--- config.mk ---
export PLATFORM = sky130hd
export DESIGN_NAME = dfir_decimate_mc
export DESIGN_NICKNAME = d
export VERILOG_FILES = /design/src/rtl/dfir_decimate_mc_pkg.sv /design/src/rtl/dfir_dec_sat.sv /design/src/rtl/dfir_decimate_mc.sv
export SDC_FILE = /design/constraint.sdc
export NUM_CORES = 1
export LEC_CHECK = 0
export CORE_ASPECT_RATIO = 1.2
export CORE_MARGIN = 5
export CORE_UTILIZATION = 55
export DETAILED_ROUTE_END_ITERATION = 8
export PLACE_DENSITY = 0.88
export SLEW_MARGIN = 10
export SYNTH_ARGS = -nofsm -noshare
export SYNTH_HDL_FRONTEND = slang
export SYNTH_SLANG_ARGS = --single-unit
--- constraint.sdc ---
create_clock -name CLK -period 7.5 [get_ports CLK]
set_clock_uncertainty 0.2 [all_clocks]
set_input_delay 1.5 -clock CLK [delete_from_list [all_inputs] [get_ports CLK]]
set_output_delay 1.5 -clock CLK [all_outputs]
set_load 0.02 [all_outputs]
--- src/rtl/dfir_decimate_mc_pkg.sv ---
// Shared definitions for the multi-channel decimator: config word layout,
// config FSM states and averaging mode codes.
package dfir_decimate_mc_pkg;

  localparam int unsigned CfgDcefLsb  = 0;
  localparam int unsigned CfgPhaseLsb = 8;
  localparam int unsigned CfgShiftLsb = 16;
  localparam int unsigned CfgModeBit  = 20;

  typedef enum logic [1:0] {
    StIdle = 2'd0,
    StLoad = 2'd1,
    StDone = 2'd2,
    StRun  = 2'd3
  } cfg_state_e;

  typedef enum logic {
    ModePick = 1'b0,
    ModeAvg  = 1'b1
  } mode_e;

endpackage

--- src/rtl/dfir_dec_sat.sv ---
// Arithmetic right shift of a wide signed sum followed by saturation to a
// narrower signed width.
module dfir_dec_sat #(
  parameter int unsigned InWidth  = 32,
  parameter int unsigned OutWidth = 24
) (
  input  logic signed [InWidth-1:0]  sum_i,
  input  logic        [3:0]          shift_i,
  output logic        [OutWidth-1:0] data_o
);

  logic signed [InWidth-1:0] shifted;
  logic                      fits;

  always_comb begin
    shifted = sum_i >>> shift_i;
    // Fits when every bit above the output sign bit replicates the sign.
    fits    = (shifted[InWidth-1:OutWidth-1] ==
               {(InWidth-OutWidth+1){shifted[InWidth-1]}});
    data_o  = fits ? shifted[OutWidth-1:0]
                   : {shifted[InWidth-1], {(OutWidth-1){~shifted[InWidth-1]}}};
  end

endmodule

--- src/rtl/dfir_decimate_mc.sv ---
// Multi-channel decimator with pick/average modes and a small config FSM;
// every emit is registered with one cycle of latency.
module dfir_decimate_mc
  import dfir_decimate_mc_pkg::*;
#(
  parameter int unsigned DATA_WIDTH             = 24,
  parameter int unsigned DFIR_MAX_CHANNELS      = 4,
  parameter int unsigned DCEF_WIDTH             = 8,
  parameter int unsigned DFIR_CONFIG_DATA_WIDTH = 24,
  parameter int unsigned DFIR_DCEF_DEFAULT      = 5
) (
  input  logic                              CLK,
  input  logic                              RST,
  input  logic                              isConfig,
  input  logic [DFIR_CONFIG_DATA_WIDTH-1:0] Data_Config_In,
  output logic                              isConfigDone,
  input  logic [DATA_WIDTH-1:0]             Data_In,
  input  logic                              Data_In_Valid,
  input  logic [3:0]                        Data_In_ChIdx,
  output logic [DATA_WIDTH-1:0]             Data_Out,
  output logic                              Data_Out_Valid,
  output logic [3:0]                        Data_Out_ChIdx,
  output logic                              Ch_Err
);

  localparam int unsigned AccWidth = DATA_WIDTH + DCEF_WIDTH;
  localparam int unsigned ChW      = (DFIR_MAX_CHANNELS > 1) ? $clog2(DFIR_MAX_CHANNELS) : 1;

  cfg_state_e             state_q, state_d;
  logic [DCEF_WIDTH-1:0]  dcef_q, dcef_d;
  logic [7:0]             phase_q, phase_d;
  logic [3:0]             shift_q, shift_d;
  mode_e                  mode_q, mode_d;
  logic [DCEF_WIDTH-1:0]  cnt_q [DFIR_MAX_CHANNELS];
  logic [DCEF_WIDTH-1:0]  cnt_d [DFIR_MAX_CHANNELS];
  logic signed [AccWidth-1:0] acc_q [DFIR_MAX_CHANNELS];
  logic signed [AccWidth-1:0] acc_d [DFIR_MAX_CHANNELS];
  logic [DATA_WIDTH-1:0]  dout_q, dout_d;
  logic [3:0]             dch_q, dch_d;
  logic                   dvalid_q, dvalid_d;
  logic                   ch_err_q, ch_err_d;

  logic [DCEF_WIDTH-1:0]  cfg_dcef, cfg_eff, cfg_phase_mod, eff_dcef;
  logic [ChW-1:0]         ch_idx;
  logic                   in_range, sample_ok;
  logic signed [AccWidth-1:0] sum;
  logic [DATA_WIDTH-1:0]  sat_out;
  logic                   cfg_unused;

  // Reserved config bits and the stored PHASE are never read back.
  assign cfg_unused = ^{Data_Config_In, phase_q};

  assign cfg_dcef      = DCEF_WIDTH'(Data_Config_In[CfgDcefLsb +: 8]);
  assign cfg_eff       = (cfg_dcef == '0) ? DCEF_WIDTH'(1) : cfg_dcef;
  assign cfg_phase_mod = DCEF_WIDTH'(Data_Config_In[CfgPhaseLsb +: 8]) % cfg_eff;
  assign eff_dcef      = (dcef_q == '0) ? DCEF_WIDTH'(1) : dcef_q;

  assign ch_idx    = ChW'(Data_In_ChIdx);
  assign in_range  = ({28'd0, Data_In_ChIdx} < DFIR_MAX_CHANNELS);
  assign sample_ok = Data_In_Valid && ((state_q == StIdle) || (state_q == StRun));
  assign sum       = acc_q[ch_idx] + $signed({{DCEF_WIDTH{Data_In[DATA_WIDTH-1]}}, Data_In});

  dfir_dec_sat #(
    .InWidth  (AccWidth),
    .OutWidth (DATA_WIDTH)
  ) u_sat (
    .sum_i   (sum),
    .shift_i (shift_q),
    .data_o  (sat_out)
  );

  always_comb begin
    state_d  = state_q;
    dcef_d   = dcef_q;
    phase_d  = phase_q;
    shift_d  = shift_q;
    mode_d   = mode_q;
    cnt_d    = cnt_q;
    acc_d    = acc_q;
    dout_d   = dout_q;
    dch_d    = dch_q;
    dvalid_d = 1'b0;
    ch_err_d = 1'b0;

    unique case (state_q)
      StIdle, StRun: if (isConfig) state_d = StLoad;
      StLoad: begin
        dcef_d  = cfg_dcef;
        phase_d = Data_Config_In[CfgPhaseLsb +: 8];
        shift_d = Data_Config_In[CfgShiftLsb +: 4];
        mode_d  = mode_e'(Data_Config_In[CfgModeBit]);
        for (int i = 0; i < DFIR_MAX_CHANNELS; i++) begin
          cnt_d[i] = cfg_phase_mod;
          acc_d[i] = '0;
        end
        state_d = StDone;
      end
      StDone:  state_d = StRun;
      default: state_d = StIdle;
    endcase

    // Samples only flow in IDLE/RUN, so they never collide with the LOAD writes.
    if (sample_ok) begin
      if (!in_range) begin
        ch_err_d = 1'b1;
      end else if (cnt_q[ch_idx] == eff_dcef - DCEF_WIDTH'(1)) begin
        cnt_d[ch_idx] = '0;
        dvalid_d      = 1'b1;
        dch_d         = Data_In_ChIdx;
        if (mode_q == ModeAvg) begin
          dout_d        = sat_out;
          acc_d[ch_idx] = '0;
        end else begin
          dout_d = Data_In;
        end
      end else begin
        cnt_d[ch_idx] = cnt_q[ch_idx] + DCEF_WIDTH'(1);
        if (mode_q == ModeAvg) acc_d[ch_idx] = sum;
      end
    end
  end

  always_ff @(posedge CLK or posedge RST) begin
    if (RST) begin
      state_q  <= StIdle;
      dcef_q   <= DCEF_WIDTH'(DFIR_DCEF_DEFAULT);
      phase_q  <= '0;
      shift_q  <= '0;
      mode_q   <= ModePick;
      for (int i = 0; i < DFIR_MAX_CHANNELS; i++) begin
        cnt_q[i] <= '0;
        acc_q[i] <= '0;
      end
      dout_q   <= '0;
      dch_q    <= '0;
      dvalid_q <= 1'b0;
      ch_err_q <= 1'b0;
    end else begin
      state_q  <= state_d;
      dcef_q   <= dcef_d;
      phase_q  <= phase_d;
      shift_q  <= shift_d;
      mode_q   <= mode_d;
      cnt_q    <= cnt_d;
      acc_q    <= acc_d;
      dout_q   <= dout_d;
      dch_q    <= dch_d;
      dvalid_q <= dvalid_d;
      ch_err_q <= ch_err_d;
    end
  end

  assign isConfigDone   = (state_q == StDone);
  assign Data_Out       = dout_q;
  assign Data_Out_ChIdx = dch_q;
  assign Data_Out_Valid = dvalid_q;
  assign Ch_Err         = ch_err_q;

endmodule

==> impl_metrics.xml <==
<?xml version="1.0" encoding="UTF-8"?>
<metrics>
  <group name="sta">
    <metric name="finalWorstPathRequiredPeriod" unit="ps">13460</metric>
    <metric name="number_of_hold_violations_in_the_final_report" unit="">0</metric>
    <metric name="slew-limit-headroom" unit="%">19.95</metric>
    <metric name="report.final.slew_viol_count" unit="">0</metric>
    <metric name="timing.final.setup_violations" unit="">32</metric>
    <metric name="tightest_slew" unit="ps">1201</metric>
    <metric name="timing.final.ws_setup" unit="ps">-5957</metric>
    <metric name="finalSetupTns" unit="ps">-186570</metric>
    <metric name="rsz0062_at_grt" unit="">true</metric>
    <metric name="fin_crit_sh" unit="%">179.4</metric>
    <metric name="highest_clock_frequency_the_design_can_meet" unit="GHz">0.07431</metric>
    <metric name="fin_worst_hold_slack" unit="ps">280.6</metric>
  </group>
  <group name="status">
    <metric name="result_of_the_run" unit="">finished, violations left</metric>
    <metric name="violations_in_the_final_reports" unit="">negative setup slack</metric>
  </group>
  <group name="floorplan">
    <metric name="initial_utilization" unit="%">55.79</metric>
    <metric name="rows" unit="">65</metric>
    <metric name="ioPinCount" unit="">87</metric>
    <metric name="floorplan.die_area" unit="sq um">30020</metric>
    <metric name="dieWidth" unit="microns">159.0</metric>
    <metric name="core_area" unit="sq um">26270</metric>
    <metric name="die_h" unit="microns">188.8</metric>
  </group>
  <group name="critical_path">
    <metric name="worstPathMaxFanout" unit="">6</metric>
    <metric name="r2r-start" unit="">acc_q[11]</metric>
    <metric name="ff2ff_setup_slack" unit="ps">1950</metric>
    <metric name="critical_path_slowest_stage_cell" unit="">sky130_fd_sc_hd__fa_2</metric>
    <metric name="cell_count_of_the_worst_reg_to_reg_path" unit="">15</metric>
    <metric name="end_kind" unit="">flip-flop</metric>
    <metric name="cpPeakStageDelay" unit="ps">360</metric>
    <metric name="worst_setup_startpoint" unit="">Data_Config_In[4]</metric>
    <metric name="cp-start-kind" unit="">input port</metric>
    <metric name="critPathKind" unit="">input port to flip-flop</metric>
    <metric name="most_repeated_library_cell_on_the_critical_path" unit="">sky130_fd_sc_hd__o21a_1</metric>
    <metric name="critPathRequiredTime" unit="ps">7700</metric>
    <metric name="crit_arrival" unit="ps">13650</metric>
    <metric name="worst_setup_path_endpoint" unit="">cnt_q[4]</metric>
    <metric name="crit-reg2reg-capture" unit="">Data_Out[4]</metric>
  </group>
  <group name="global_route">
    <metric name="globalRouteOverflowTotal" unit="">0</metric>
    <metric name="grt_max_degree" unit="">143</metric>
    <metric name="grt_pass1_vias" unit="">13740</metric>
    <metric name="grt_pass1_wl" unit="microns">71630</metric>
    <metric name="grt_usage" unit="%">28.87</metric>
    <metric name="antenna_found_initial" unit="">1</metric>
  </group>
  <group name="pwr">
    <metric name="netSwitchingFraction" unit="%">42.46</metric>
    <metric name="irDropWorstVdd" unit="uV">314.3</metric>
    <metric name="p_leak" unit="nW">8.005</metric>
    <metric name="share_clk_of_total_power" unit="%">21.3</metric>
    <metric name="cell_internal_pwr" unit="W">0.003195</metric>
    <metric name="post-layout-total-power" unit="W">0.005553</metric>
    <metric name="share_comb_of_total_power" unit="%">51.9</metric>
    <metric name="net_switching_power_figure" unit="W">0.002358</metric>
    <metric name="p_per_area" unit="nW/um^2">309.9</metric>
    <metric name="power_frac_seq" unit="%">26.8</metric>
  </group>
  <group name="detailed_routing">
    <metric name="finalWirelength" unit="microns">47850</metric>
    <metric name="detailroute.via_count" unit="">13970</metric>
    <metric name="drc" unit="">0</metric>
    <metric name="drt_pre_antenna_iters" unit="">5</metric>
    <metric name="initialDrtViolationCount" unit="">1510</metric>
    <metric name="ant_nets" unit="">0</metric>
    <metric name="route.detailed.vias_per_inst" unit="">6.828</metric>
    <metric name="wl_per_cell" unit="microns">23.39</metric>
  </group>
  <group name="yosys">
    <metric name="synth_nets" unit="">1669</metric>
    <metric name="synth_most_common_cell" unit="">sky130_fd_sc_hd__dfrtp_1</metric>
    <metric name="async_reset_ff_share" unit="%">100.0</metric>
    <metric name="yosysWarnings" unit="">0</metric>
    <metric name="xor_and_xnor_area_share_after_synthesis" unit="%">2.869</metric>
    <metric name="synth_top_family_by_area" unit="">compound AO/OA/AOI/OAI gates</metric>
    <metric name="syn_area" unit="sq um">14660</metric>
    <metric name="muxShareOfSynthArea" unit="%">11.93</metric>
    <metric name="synth_simple_gate_area_share" unit="%">13.62</metric>
    <metric name="cell_types_occupying_the_most_area_after_synthesis" unit="">sky130_fd_sc_hd__dfrtp_1, sky130_fd_sc_hd__a22o_1, sky130_fd_sc_hd__mux4_2, sky130_fd_sc_hd__ha_1, sky130_fd_sc_hd__o21ai_0</metric>
    <metric name="number_of_enable_type_register_cells_in_the_synthesized_netlist" unit="">0</metric>
    <metric name="synth.top_cell.area_share" unit="%">34.66</metric>
    <metric name="yosysUniqueCellTypes" unit="">86</metric>
    <metric name="netlist_top_cells_count" unit="">sky130_fd_sc_hd__dfrtp_1, sky130_fd_sc_hd__a22o_1, sky130_fd_sc_hd__o21ai_0</metric>
    <metric name="sequential_cell_area_fraction_in_the_yosys_report" unit="%">35.02</metric>
    <metric name="synth_compound_gate_area_share" unit="%">25.92</metric>
    <metric name="synth-adder-area-share" unit="%">6.506</metric>
    <metric name="yosys.area.top_type" unit="">sky130_fd_sc_hd__dfrtp_1</metric>
    <metric name="average_size_of_a_mapped_cell" unit="sq um">9.529</metric>
    <metric name="ys_seq_elements" unit="">205</metric>
    <metric name="synth_ff_type" unit="">sky130_fd_sc_hd__dfrtp_1</metric>
    <metric name="cells_after_synthesis" unit="">1538</metric>
  </group>
  <group name="clock_network">
    <metric name="path_clk_slew" unit="ps">60</metric>
    <metric name="worst_skew_pair.late_latency" unit="ps">530</metric>
    <metric name="clock-sinks" unit="">205</metric>
    <metric name="clk_path_buf_depth" unit="">3</metric>
    <metric name="ctsHoldBuffers" unit="">0</metric>
    <metric name="cts_tree" unit="">done</metric>
    <metric name="cts-htree-levels" unit="">1</metric>
    <metric name="cts-buffers-inserted" unit="">23</metric>
    <metric name="clock-root-buffer" unit="">sky130_fd_sc_hd__clkbuf_16</metric>
  </group>
  <group name="cells_and_area">
    <metric name="nNetsFinal" unit="">1825</metric>
    <metric name="areaGrowthSynthToFinish" unit="%">22.29</metric>
    <metric name="nFillCells" unit="">1891</metric>
    <metric name="multi_input_comb_area" unit="sq um">9364</metric>
    <metric name="design_area" unit="sq um">17920</metric>
    <metric name="final-seq-area" unit="sq um">5132</metric>
    <metric name="post_route_cells_drive_above_1_share" unit="%">22.51</metric>
  </group>
  <group name="placement">
    <metric name="portBuffers" unit="">83</metric>
    <metric name="hpwlAfterDp" unit="microns">30580</metric>
    <metric name="place.gp.congestion" unit="">1.020</metric>
    <metric name="dpl-instance-area" unit="sq um">16470</metric>
  </group>
  <group name="flow_run">
    <metric name="cap_viol_max_count" unit="">0</metric>
  </group>
  <group name="hold_path">
    <metric name="hold_path_class" unit="">flip-flop to flip-flop</metric>
  </group>
</metrics>
-- kinds of logic (layout without fill, tap and decap cells) --
| group | Yosys count | count (layout) |
|---|---|---|
| DFF | 205 | 205 |
| buffers and inverters | 152 | 324 |
| xor gates and xnor gates | 48 | 48 |
| adders and majority gates | 75 | 75 |
| AOI/OAI and AO/OA | 529 | 529 |
| and+or+nand+nor | 413 | 413 |
| other | 0 | 1 |
| muxes | 116 | 116 |
-- cell usage in the layout (no fill, tap or decap), drive strengths merged, types with 8 or more instances in the layout --
master / netlist / layout
nor2: 111 / 111
clkbuf: 84 / 36
nor4: 8 / 8
xnor2: 30 / 30
and2: 12 / 12
o211ai: 20 / 20
mux2i: 34 / 34
or2: 12 / 12
and3: 11 / 11
nand3: 22 / 22
buf: 26 / 163
ha: 73 / 73
nand4: 14 / 14
nor3: 43 / 43
o21ai: 126 / 126
dfrtp: 203 / 203
a22oi: 20 / 20
a211oi: 8 / 8
a22o: 123 / 123
clkdlybuf4s50: 0 / 73
xor2: 18 / 18
a21oi: 79 / 79
inv: 42 / 43
a21o: 27 / 27
mux2: 39 / 39
nand2: 109 / 109
nor2b: 41 / 41
nand2b: 14 / 14
a31oi: 27 / 27
mux4: 43 / 43
o31ai: 9 / 9
o21a: 24 / 24
-- worst max-delay path, delay by kind of cell --
family | cells | cell delay (ps)
AO/OA/AOI/OAI | 37 | 6480
adder cells (fa/ha/maj) | 8 | 2220
buffers and inverters | 6 | 620
multiplexers | 6 | 1550
AND/OR/NAND/NOR | 7 | 1280
-- area by class of cell --
| class | instances | share of cell area, % |
|---|---|---|
| Tap cell | 335 | 2.339 |
| Antenna cell | 1 | 0.01396 |
| Clock buffer | 36 | 3.930 |
| Multi-Input combinational cell | 1181 | 52.25 |
| Inverter | 42 | 0.9355 |
| Timing Repair Buffer | 241 | 11.39 |
| Sequential cell | 205 | 28.64 |
| Clock inverter | 5 | 0.5027 |
-- metal layers --
metal / vias to the layer above / wire, microns / track usage (%)
met1: 6746 / 17490 / 35.93
met2: 884 / 23100 / 48.94
met4: 0 / 3082 / 14.37
met3: 233 / 4178 / 4.529
met5: - / 0 / 0
li1: 6107 / - / -
-- power groups by stage --
stage | clock network [W] | logic, W | registers (W)
6_report | 0.00118 | 0.00288 | 0.00149
5_1_grt | 0.00124 | 0.00305 | 0.00151
4_1_cts | 0.00119 | 0.00264 | 0.00148
3_5_place_dp | 0 | 0.00256 | 0.00149
3_3_place_gp | 0 | 0.00248 | 0.00148
2_1_floorplan | 0 | 0.00179 | 0.00149
-- worst min-delay path by stage --
| stage | start | endpoint | slack (ps) | depth (start not counted) |
|---|---|---|---|---|
| floorplan | acc_q[33] | acc_q[33] | 240 | 2 |
| global placement | acc_q[1] | acc_q[1] | 260 | 2 |
| detailed placement | acc_q[127] | acc_q[127] | 270 | 2 |
| CTS | acc_q[127] | acc_q[127] | 280 | 2 |
| global route | acc_q[57] | acc_q[57] | 300 | 1 |
| finish | acc_q[127] | acc_q[127] | 280 | 2 |
-- per-stage QoR --
| stage | worst slack (ps) | util [%] | cells |
|---|---|---|---|
| finish | -5957 | 68.23 | 2046 |
| floorplan | -5723 | - | 1538 |
| global route | -6543 | 68.23 | 2046 |
| global placement | -5955 | 62.69 | 1955 |
| detailed placement | -6470 | 62.69 | 1955 |
| CTS | -5123 | 66.87 | 2026 |
-- flip-flops by register name, indices dropped and copies added, names as in the netlist --
signal and cells:
dcef_q 8, cnt_q 32, Data_Out 24, shift_q 4, Data_Out_Valid 1, acc_q 128, mode_q 1, Ch_Err 1
state_q 2, Data_Out_ChIdx 4
-- timing repair --
item / in CTS / in global routing
buffers inserted: 30 / 19
gates resized for setup: 56 / 43
pin swaps: 28 / 19
endpoints found under the setup margin: 32 / 32
gates cloned: 0 / 0
(Power assumes the default switching activity.)
==> variant 1 (same settings) <==
Register the output `Data_Out` once more, cleared by the reset; this adds one clock of latency there. The other outputs are not delayed to match.
--- a/src/rtl/dfir_decimate_mc.sv
+++ b/src/rtl/dfir_decimate_mc.sv
@@ -153,3 +153,9 @@
   assign isConfigDone   = (state_q == StDone);
-  assign Data_Out       = dout_q;
+  always_ff @(posedge CLK or posedge RST) begin
+    if (RST) begin
+      Data_Out <= '0;
+    end else begin
+      Data_Out <= dout_q;
+    end
+  end
   assign Data_Out_ChIdx = dch_q;
Formal check against the unedited RTL: no difference found for any inputs over 4 cycles, from zero or initial values and one cycle with RST high; that may be too few to reach the edited logic, so the function may still have changed.
==> variant 1 against the unedited design <==
- the flow still finishes with violations (negative setup slack)
- cell count grew 1.3%
- highest routed layer unchanged
- largest power group unchanged
- sequential cell count grew 24
- routed wire length shrank 0.60%
- total power grew 3.0%
- largest cell class unchanged
- critical path depth shrank 2
- area after synthesis grew 4.1%
- setup slack gained 0.21 ns
- cell area grew 3.3%
==> variant 1: results (changes against the unedited design) <==
stage	metric	value	unit	change
setup_path	CP peak stage delay	0.47	ns	+0.11 ns
synth	Commonest cells post-synth	227 x dfrtp_1, 123 x a22o_1, 118 x o21ai_0		
placed_design	post-DP HPWL	31800	um	+4.1%
placed_design	placed cell count	1984		+1.5%
sta	setup_tns	-180.82	ns	+5.75 ns
sta	Max transition margin	0.188		-0.0119
global_route	first-pass GRT wire length	73300	um	+2.3%
routing	1st-iter DRT viols	1516		+0.40%
setup_path	crit path max-delay cell type	or4b_4		
routing	Post-Route WL	47600	um	-0.60%
global_route	Overall Global Routing Usage	0.290		+0.00178
cells_and_area	FILL cells	1954		+3.3%
sta	final worst slack	-5.74	ns	+0.214 ns
power	Peak VDD IR	350	uV	+11%
outcome	status	complete, but fails checks		
routing	routed vias/inst	6.76		-0.92%
global_route	antenna violations before repair	0		-1
cells_and_area	diode count	0		-1
outcome	violated checks	negative setup slack		
global_route	largest net degree at the start of global routing	116		-19%
cells_and_area	Final nets	1849		+1.3%
synth	sequential fraction of the synthesis area	0.376		+0.0256
sta	Final setup viols	32		unchanged
global_route	vias in the first global route	13900		+1.1%
setup_path	Arr. time, crit path	13.43	ns	-0.22 ns
placed_design	gpl congestion	0.991		-2.8%
routing	drt pass-1 iters	6		+1
synth	Net Count, Synth	1693		+1.4%
synth	synth top area cells	dfrtp_1 37%, a22o_1 7.1%, mux4_2 6.3%		
cells_and_area	Post-Layout Cell Count	2072		+1.3%
placed_design	DP Area	0.0171	sq mm	+4.0%
==> variant 1: cell types whose count changed in the layout (fill, tap and decap cells not counted), moves of 3 or more <==
cell | before | now
nor2b_4 | 3 | 0
dlygate4sd2_1 | 4 | 1
dfrtp_1 | 203 | 227
buf_12 | 1 | 5
buf_4 | 152 | 146
clkbuf_8 | 8 | 2
o21ai_1 | 40 | 44
o21ai_2 | 10 | 7
==> variant 1: path summary, 6_finish.rpt <==
| path | from | endpoint | slack (ns) | cells past startpoint |
|---|---|---|---|---|
| hold / removal | dout_q[14]$_DFFE_PP0P_ | Data_Out[14]$_DFF_PP0_ | 0.17 | 0 |
| max in group asynchronous | RST | dout_q[2]$_DFFE_PP0P_ | 4.46 | 3 |
| setup / recovery | Data_Config_In[7] | cnt_q[9]$_DFF_PP0_ | -5.74 | 62 |
| setup reg to reg | acc_q[96]$_DFF_PP0_ | dout_q[7]$_DFFE_PP0P_ | 1.98 | 17 |
| min in group asynchronous | RST | acc_q[54]$_DFF_PP0_ | 1.21 | 2 |
| hold reg to reg | dout_q[14]$_DFFE_PP0P_ | Data_Out[14]$_DFF_PP0_ | 0.17 | 0 |
==> variant 1: repair_timing <==
action,in CTS,in global routing
setup buffers,33,15
resized for setup,58,36
pin swaps,53,44
endpoints found under the hold margin,0,0
endpoints found under the setup margin,32,32
==> variant 1: critical path: cells and delay by family <==
| family | cells | cell delay, ns |
|---|---|---|
| muxes | 6 | 1.67 |
| and+or+nand+nor | 9 | 1.73 |
| buffers and inverters | 5 | 0.55 |
| AOI/OAI and AO/OA | 34 | 5.94 |
| adders and majority gates | 8 | 2.03 |
==> variant 1: cell families (layout without fill, tap and decap cells) <==
logic type	Yosys count	count (layout)	synth area share
compound gates	529	529	0.249
buf+inv	152	322	0.0398
fa+ha+maj	75	75	0.0625
mux	116	116	0.115
xor+xnor	48	48	0.0276
flops	229	229	0.376
simple gates	413	413	0.131
==> variant 1: layer usage <==
metal  up-vias  routed length [um]  GRT usage
met5         -                   0          0
met4         0                1850      0.101
met3       163                3910     0.0361
met2       759               23400      0.507
met1      6891               18400      0.376
li1       6204                   -          -
==> variant 1: cell type report <==
| type | count | area [sq um] | area share |
|---|---|---|---|
| clock buffer | 29 | 639 | 0.0345 |
| clock inverter | 11 | 155 | 0.00838 |
| inverter | 42 | 164 | 0.00885 |
| multi-input combinational | 1181 | 9310 | 0.503 |
| sequential | 229 | 5730 | 0.310 |
| tap | 340 | 425 | 0.0230 |
| timing repair buffer | 240 | 2090 | 0.113 |
==> variant 1: report_power, final <==
group	total, uW	switching [uW]	leakage, uW	internal (uW)
Clock	1210	502	0.000393	712
Sequential	1660	168	0.00310	1500
Combinational	2840	1700	0.00483	1140
==> variant 2 (same flow settings) <==
Made on the original files. Change the parameter `DFIR_MAX_CHANNELS` from 4 to 2.
--- a/src/rtl/dfir_decimate_mc.sv
+++ b/src/rtl/dfir_decimate_mc.sv
@@ -6,3 +6,3 @@
   parameter int unsigned DATA_WIDTH             = 24,
-  parameter int unsigned DFIR_MAX_CHANNELS      = 4,
+  parameter int unsigned DFIR_MAX_CHANNELS      = 2,
   parameter int unsigned DCEF_WIDTH             = 8,
Check against the original RTL: not equivalent (a bounded check fails within 4 cycles, from zero or initial values and one cycle with RST high).
==> variant 2 against the unedited design <==
- the run still ends with negative setup slack left
- fmax increased by 8.5%
- combinational power decreased by 21%
- cell count decreased by 12%
- setup slack improved by 1.1 ns
- total power decreased by 28%
- cell area decreased by 21%
- routed wire length decreased by 20%
- sequential cell count decreased by 80
- die area decreased by 22%
- non-clock buffer count decreased by 5
- area after synthesis decreased by 23%
==> variant 2: results (changes against the unedited design) <==
stage	metric	value	unit	change
outcome	status	complete, but fails checks		
outcome	violated checks	negative setup slack		
synth	Synth cell types	93		+8.1%
setup_path	critical path fanouts, max	7		+1
global_route	met2 usage	0.532		+0.0429
cts	clock latency at the later pin of the worst-skew pair	0.44	ns	-0.09 ns
synth	Net Count, Synth	1481		-11%
cts	CTS Buffer Depth	2		-1
placed_design	gpl congestion	0.968		-5.1%
routing	drt pass-1 iters	8		+3
placed_design	Port Buf Inserts	83		unchanged
setup_path	reg2reg setup slack	2.41	ns	+0.46 ns
min_path	Hold EP	acc_q[29]$_DFF_PP0_		
cells_and_area	max reg flops	64		-50%
setup_path	RR Endpoint	Data_Out[4]$_DFFE_PP0P_		
sta	Final Max Slew Viols	0		unchanged
synth	synth top area cells	dfrtp_1 27%, ha_1 8.1%, mux2_2 6.4%		
cts	TritonCTS Buffers	17		-26%
cells_and_area	layout cells sized above 1	0.226		+0.00121
routing	1st-iter DRT viols	1255		-17%
power	Peak VDD IR	171	uV	-46%
sta	final worst slack	-4.90	ns	+1.05 ns
cts	Max H-tree Level	4		+3
setup_path	Arr. time, crit path	12.55	ns	-1.10 ns
routing	Vias	11800		-16%
sta	Final setup viols	16		-50%
sta	Max transition margin	0.269		+0.0691
global_route	met3 Use GR	0.0556		+0.0103
synth	FFs w/ async S/R, synth	1.00		unchanged
routing	routed vias/inst	6.55		-4.0%
placed_design	post-DP HPWL	26500	um	-13%
synth	Avg Inst Size Synth	8.37	sq um	-12%
setup_path	r2r startpoint	acc_q[8]$_DFF_PP0_		
min_path	min-delay src	acc_q[29]$_DFF_PP0_		
global_route	met1 Usage GRT	0.366		+0.00626
setup_path	CP peak stage delay	0.38	ns	+0.02 ns
setup_path	crit path max-delay cell type	fa_2		
cells_and_area	Final nets	1651		-9.5%
placed_design	placed cell count	1712		-12%
setup_path	Critical Path Start	Data_Config_In[5]		
global_route	Overall Global Routing Usage	0.310		+0.0211
synth	Commonest cells post-synth	160 x nand2_1, 123 x dfrtp_1, 117 x o21ai_0		
global_route	largest net degree at the start of global routing	73		-49%
synth	sequential fraction of the synthesis area	0.277		-0.0731
synth	yosys warns	0		unchanged
power	leak pwr	0.00624	uW	-22%
routing	Post-Route WL	38500	um	-20%
floorplanning	Initial Util	0.558		about the same
global_route	first-pass GRT wire length	59300	um	-17%
variant 2: final cells by class:
type | count | area [sq um]
timing repair buffer | 236 | 1990
clock buffer | 22 | 484
tap | 265 | 332
fill | 1544 | 6070
antenna | 1 | 2.50
multi-input combinational | 1098 | 7980
clock inverter | 10 | 105
inverter | 42 | 163
sequential | 125 | 3130
variant 2: cells by family after synthesis:
kind of cell / synth area share
flip-flops: 0.277
multiplexers: 0.103
adder cells (fa/ha/maj): 0.0844
XOR/XNOR: 0.0363
AO/OA/AOI/OAI: 0.274
buffers and inverters: 0.0478
AND/OR/NAND/NOR: 0.178
variant 2: how the worst max path moves through the flow:
stage / end / slack (ns)
3_5_place_dp: cnt_q[14]$_DFF_PP0_ / -5.60
3_3_place_gp: cnt_q[6]$_DFF_PP0_ / -5.12
4_1_cts: cnt_q[14]$_DFF_PP0_ / -4.52
6_report: cnt_q[14]$_DFF_PP0_ / -4.90
5_1_grt: cnt_q[13]$_DFF_PP0_ / -5.37
2_1_floorplan: cnt_q[14]$_DFF_PP0_ / -4.76
variant 2: repair_timing:
action | in CTS | in global routing
setup buffers | 36 | 18
hold buffers | 0 | 0
pin swaps | 45 | 52
resized for setup | 46 | 23
setup endpoints to repair | 16 | 16
cloned | 0 | 0
variant 2: where the power goes:
part           leakage [uW]  internal (uW)  switching, uW  total (uW)
combinational       0.00429            910           1360        2270
clock              0.000280            495            337         831
sequential          0.00167            805            103         908
total               0.00624           2210           1800        4010
variant 2: stage by stage:
step                      power, uW  cell area, sq um  setup TNS (ns)  hold WS (ns)  worst slack, ns
after CTS                      3890             13900          -71.53         0.278            -4.52
after global placement         2940             13000          -81.58         0.257            -5.12
final                          4010             14200          -78.02         0.277            -4.90
after floorplan                2430             11400          -75.47         0.244            -4.76
after detailed placement       3000             13000          -88.67         0.266            -5.60
after global routing           4230             14200          -85.49         0.306            -5.37
variant 2: layer usage:
layer,wire (um),vias up
met2,19100,638
met4,2060,0
met5,0,-
li1,-,5338
met3,3080,175
met1,14200,5639
variant 2: worst max-delay path: cells and delay by family:
kind | cells | cell delay [ns]
buf+inv | 16 | 1.81
simple gates | 8 | 0.94
fa+ha+maj | 6 | 1.76
compound gates | 34 | 5.74
mux | 3 | 0.82
